[src/rtl/uart_loader.sv]
// Byte-stream program loader: parses I/D/R command packets from a UART receiver
// and emits word writes into instruction or data memory, plus a core run enable.
module uart_loader #(
  parameter int unsigned TIMEOUT_CYCLES = 1000000
) (
  input  logic        clk,
  input  logic        reset,
  input  logic        rx_valid,
  input  logic [7:0]  rx_data,
  output logic        insn_we,
  output logic [31:0] insn_addr,
  output logic [31:0] insn_din,
  output logic        data_we,
  output logic [31:0] data_addr,
  output logic [31:0] data_din,
  output logic        run,
  output logic        busy,
  output logic        err
);

  typedef enum logic [1:0] {IDLE, ADDR, LEN, DATA} state_e;

  localparam logic [7:0] CMD_INSN = 8'h49;
  localparam logic [7:0] CMD_DATA = 8'h44;
  localparam logic [7:0] CMD_RUN  = 8'h52;

  state_e      state_q, state_d;
  logic        target_data_q, target_data_d;
  logic [1:0]  byte_cnt_q, byte_cnt_d;
  logic [31:0] base_q, base_d;
  logic [15:0] count_q, count_d;
  logic [15:0] word_cnt_q, word_cnt_d;
  logic [23:0] word_buf_q, word_buf_d;
  logic [31:0] gap_q, gap_d;

  logic        insn_we_q, insn_we_d;
  logic [31:0] insn_addr_q, insn_addr_d;
  logic [31:0] insn_din_q, insn_din_d;
  logic        data_we_q, data_we_d;
  logic [31:0] data_addr_q, data_addr_d;
  logic [31:0] data_din_q, data_din_d;
  logic        run_q, run_d;
  logic        err_q, err_d;

  logic        timeout;
  logic [15:0] len_full;
  logic [31:0] word_full;
  logic [31:0] word_addr;

  assign timeout   = (state_q != IDLE) && (gap_q == TIMEOUT_CYCLES);
  assign len_full  = {rx_data, count_q[15:8]};
  assign word_full = {rx_data, word_buf_q};
  assign word_addr = base_q + {14'd0, word_cnt_q, 2'b00};

  always_comb begin
    // NOTE: every _d gets a default here so no path through the case below
    // leaves a signal unassigned, which would otherwise infer a latch.
    state_d       = state_q;
    target_data_d = target_data_q;
    byte_cnt_d    = byte_cnt_q;
    base_d        = base_q;
    count_d       = count_q;
    word_cnt_d    = word_cnt_q;
    word_buf_d    = word_buf_q;
    insn_we_d     = 1'b0;
    insn_addr_d   = insn_addr_q;
    insn_din_d    = insn_din_q;
    data_we_d     = 1'b0;
    data_addr_d   = data_addr_q;
    data_din_d    = data_din_q;
    run_d         = run_q;
    err_d         = 1'b0;
    gap_d         = (state_q == IDLE || rx_valid) ? 32'd0 : gap_q + 32'd1;

    if (timeout) begin
      // The byte arriving on this cycle is dropped along with the partial word.
      state_d    = IDLE;
      err_d      = 1'b1;
      byte_cnt_d = 2'd0;
      gap_d      = 32'd0;
    end else if (rx_valid) begin
      unique case (state_q)
        IDLE: begin
          byte_cnt_d = 2'd0;
          if (rx_data == CMD_INSN || rx_data == CMD_DATA) begin
            target_data_d = (rx_data == CMD_DATA);
            run_d         = 1'b0;
            state_d       = ADDR;
          end else if (rx_data == CMD_RUN) begin
            run_d = 1'b1;
          end
        end
        ADDR: begin
          base_d     = {rx_data, base_q[31:8]};
          byte_cnt_d = byte_cnt_q + 2'd1;
          if (byte_cnt_q == 2'd3) state_d = LEN;
        end
        LEN: begin
          count_d = len_full;
          if (byte_cnt_q[0]) begin
            byte_cnt_d = 2'd0;
            word_cnt_d = 16'd0;
            state_d    = (len_full == 16'd0) ? IDLE : DATA;
          end else begin
            byte_cnt_d = byte_cnt_q + 2'd1;
          end
        end
        DATA: begin
          byte_cnt_d = byte_cnt_q + 2'd1;
          if (byte_cnt_q == 2'd3) begin
            if (target_data_q) begin
              data_we_d   = 1'b1;
              data_addr_d = word_addr;
              data_din_d  = word_full;
            end else begin
              insn_we_d   = 1'b1;
              insn_addr_d = word_addr;
              insn_din_d  = word_full;
            end
            word_cnt_d = word_cnt_q + 16'd1;
            if (word_cnt_q + 16'd1 == count_q) state_d = IDLE;
          end else begin
            word_buf_d = {rx_data, word_buf_q[23:8]};
          end
        end
        default: state_d = IDLE;
      endcase
    end
  end

  // NOTE: state is updated with non-blocking assignments so every flop samples
  // the pre-edge values computed above, independent of statement order.
  always_ff @(posedge clk or posedge reset) begin
    if (reset) begin
      state_q       <= IDLE;
      target_data_q <= 1'b0;
      byte_cnt_q    <= 2'd0;
      base_q        <= 32'd0;
      count_q       <= 16'd0;
      word_cnt_q    <= 16'd0;
      word_buf_q    <= 24'd0;
      gap_q         <= 32'd0;
      insn_we_q     <= 1'b0;
      insn_addr_q   <= 32'd0;
      insn_din_q    <= 32'd0;
      data_we_q     <= 1'b0;
      data_addr_q   <= 32'd0;
      data_din_q    <= 32'd0;
      run_q         <= 1'b0;
      err_q         <= 1'b0;
    end else begin
      state_q       <= state_d;
      target_data_q <= target_data_d;
      byte_cnt_q    <= byte_cnt_d;
      base_q        <= base_d;
      count_q       <= count_d;
      word_cnt_q    <= word_cnt_d;
      word_buf_q    <= word_buf_d;
      gap_q         <= gap_d;
      insn_we_q     <= insn_we_d;
      insn_addr_q   <= insn_addr_d;
      insn_din_q    <= insn_din_d;
      data_we_q     <= data_we_d;
      data_addr_q   <= data_addr_d;
      data_din_q    <= data_din_d;
      run_q         <= run_d;
      err_q         <= err_d;
    end
  end

  assign insn_we   = insn_we_q;
  assign insn_addr = insn_addr_q;
  assign insn_din  = insn_din_q;
  assign data_we   = data_we_q;
  assign data_addr = data_addr_q;
  assign data_din  = data_din_q;
  assign run       = run_q;
  assign busy      = (state_q != IDLE);
  assign err       = err_q;

endmodule

[config.mk]
export PLATFORM = sky130hd
export DESIGN_NAME = uart_loader
export DESIGN_NICKNAME = d
export VERILOG_FILES = /design/src/rtl/uart_loader.sv
export SDC_FILE = /design/constraint.sdc
export NUM_CORES = 1
export LEC_CHECK = 0
export CORE_MARGIN = 2
export CORE_UTILIZATION = 50
export DETAILED_ROUTE_END_ITERATION = 12
export GPL_TIMING_DRIVEN = 0
export PLACE_DENSITY = 0.71
export SETUP_SLACK_MARGIN = 0.1
export SYNTH_ARGS = -nofsm -noshare
export SYNTH_HDL_FRONTEND = slang
export SYNTH_SLANG_ARGS = --single-unit
[constraint.sdc]
create_clock -name clk -period 10.52 [get_ports clk]
set_clock_uncertainty 0.15 [all_clocks]
set_input_delay 1.052 -clock clk [delete_from_list [all_inputs] [get_ports clk]]
set_output_delay 1.052 -clock clk [all_outputs]
set_load 0.1 [all_outputs]
==> out/metrics.yaml <==
floorplan:
  row_count: 55
  num_io_pins: 144
  start_util: 0.512
  die_y_um: 156
  coreArea_um2: 22700
  chipWidth_um: 156
  dieArea_um2: 24500
timing:
  tightestPinTransition_ns: 1.04
  min_period_ns: 3.85
  drv_slew: 0
  fmax_mhz: 260
  setup-violations-final: 0
  relSlewSlack: 0.303
  fin_setup_tns_ns: 0
  fin_crit_sh: 0.366
  rsz0062_at_grt: "no"
  final-hold-violation-count: 0
worst_setup_path:
  worstSetupStartpointType: "flip-flop"
  slowest_delay_ns: 1.00
  crit_arrival_ns: 2.64
  critical_path_required_ns: 9.32
  critPathKind: "flip-flop to primary output"
  path_max_fanout: 9
  cp_cell_sequence: "buf_4 -> nor2_1 -> inv_1 -> clkdlybuf4s50_1"
  crit_slowest_cell: "clkdlybuf4s50_1"
  endpoint_kind: "primary output"
finish:
  final_common_cell: "dfrtp_1"
  drive_gt1_frac: 0.161
  mostFrequentLayoutCells: "dfrtp_1 (257), nand2_1 (213), clkdlybuf4s50_1 (140)"
  n_fill_cell: 1865
  diodes: 0
  multi_input_area_um2: 4910
  seqCellArea_um2: 6430
  fin_area_um2: 14300
  fin_nets: 1268
  area_growth_pct: 23.0
grt:
  grt_use_met3: 0.0288
  gr-usage-met2: 0.362
  grt_pass1_vias: 8266
  antenna_found_initial: 0
  grt_use_met1: 0.320
  grt_max_degree: 132
  grt_pass1_wl_um: 43800
  grt_use_total: 0.225
  overflow: 0
  grt_busiest_layer: "met2"
yosys:
  synthArstFlopShare: 1.00
  synth_seq_cells: 257
  yosysSeqAreaShare: 0.553
  synth_cells: 1065
  synth-warning-count: 0
  netlist_area_um2: 11600
  synth_fp_nets: 1098
  synth.distinct_cells: 62
  syn_area_per_cell_um2: 10.9
  synth-edff-count: 0
  synthFlopType: "dfrtp_1"
detailed_routing:
  vias: 8420
  wire_per_inst_um: 17.5
  drt_pass1_iterations: 5
  first_iter_violations: 532
  ant_nets: 0
  drc: 0
  routed_wirelength_um: 26900
  viasPerCell: 5.47
cts:
  ctsResizeCount: 0
  cts_tree: "done"
  cts_root_buffer: "clkbuf_16"
  clock_latency_ns: 0.53
  cts_buffer_depth: 3
  h-tree-depth: 1
  clk_pin_slew_ns: 0.06
  post_cts.repair.setup_buffers: 0
  cts-hold-fix-buffers: 0
  clock_sinks: 257
  numCtsBuffers: 27
place:
  postPlaceCellArea_um2: 13400
  port_buffers: 140
  routabilityCongestion: 0.897
  dp_hpwl_um: 19200
pwr:
  p_per_area_nw_per_um2: 294
  peakVddDrop_mv: 0.197
  leakage_nw: 6.49
job:
  max-cap-violations: 0
worst_hold_path:
  min_path_type: "flip-flop to flip-flop"
status:
  status: "complete, no violations"
[worst paths after layout]
kind                         startpoint            end  slack, ns  cells after the start
setup / recovery             state_q[0]           busy       6.67                      4
hold / removal             insn_din[29]   insn_din[29]       0.32                      2
setup reg to reg               gap_q[0]   insn_din[30]       6.89                     12
hold reg to reg            insn_din[29]   insn_din[29]       0.32                      2
max in group asynchronous         reset  insn_addr[11]       8.15                      3
min in group asynchronous         reset      gap_q[16]       0.97                      2
[routing by layer]
metal,part of all wire,vias to the layer above
met2,0.47,209
met3,0.047,46
li1,-,3997
met1,0.45,4168
met4,0.025,0
met5,0,-
[synthesized netlist by cell type, types with 10 or more instances]
cell type  number  area (µm²)
a21oi_1        25         125
nand4_1        13        81.3
inv_1          18        67.6
and3_1         10        62.6
nor4_1         10        62.6
xnor2_1        44         385
clkbuf_1       17        63.8
nand2_1       213         800
ha_1           21         263
xor2_1         33         289
nand3_1        26         130
nor2_1         61         229
dfrtp_1       257        6430
buf_2          22         110
nor3_1         11        55.1
mux2_2        118        1330
o21ai_0        66         330
[sequential cells by signal, summed over array words and instances, names as in the netlist, 24 cells and up]
signal and flops:
base_q 32, data_addr 32, data_din 32, gap_q 32
insn_addr 32, insn_din 32, word_buf_q 24
[final cells by class]
class / count / area share
buffer: 46 / 0.0145
tap: 285 / 0.0249
multi-input combinational: 743 / 0.344
sequential: 257 / 0.450
clock inverter: 11 / 0.00639
clock buffer: 37 / 0.0555
timing repair buffer: 141 / 0.0999
inverter: 19 / 0.00551
[critical path, delay by kind of cell, from the launching register on]
kind | cells | cell delay, ns
simple gates | 1 | 0.42
flops | 1 | 0.36
buf+inv | 3 | 1.33
[through the flow]
stage	hold WS, ns	cells	utilization	power (mW)	setup slack (ns)
after detailed placement	0.313	1491	0.591	3.29	6.40
after floorplan	0.301	1065	-	2.82	2.25
after global placement	0.309	1490	0.589	3.25	-0.897
after CTS	0.328	1539	0.630	4.23	6.67
final	0.325	1539	0.630	4.21	6.67
after global routing	0.352	1539	0.630	4.40	6.56
[kinds of logic (layout without fill, tap and decap cells)]
group,after synthesis,count (layout),synth area share
flops,257,257,0.553
compound gates,135,135,0.0697
xor+xnor,78,78,0.0594
mux,121,121,0.117
buf+inv,65,254,0.0240
simple gates,387,387,0.152
fa+ha+maj,22,22,0.0243
[report_power, final]
part           switching [mW]  internal (mW)
logic                    1.25          0.519
registers               0.243           1.26
clock network           0.385          0.550
No activity file was read; power rests on OpenSTA's default activity.
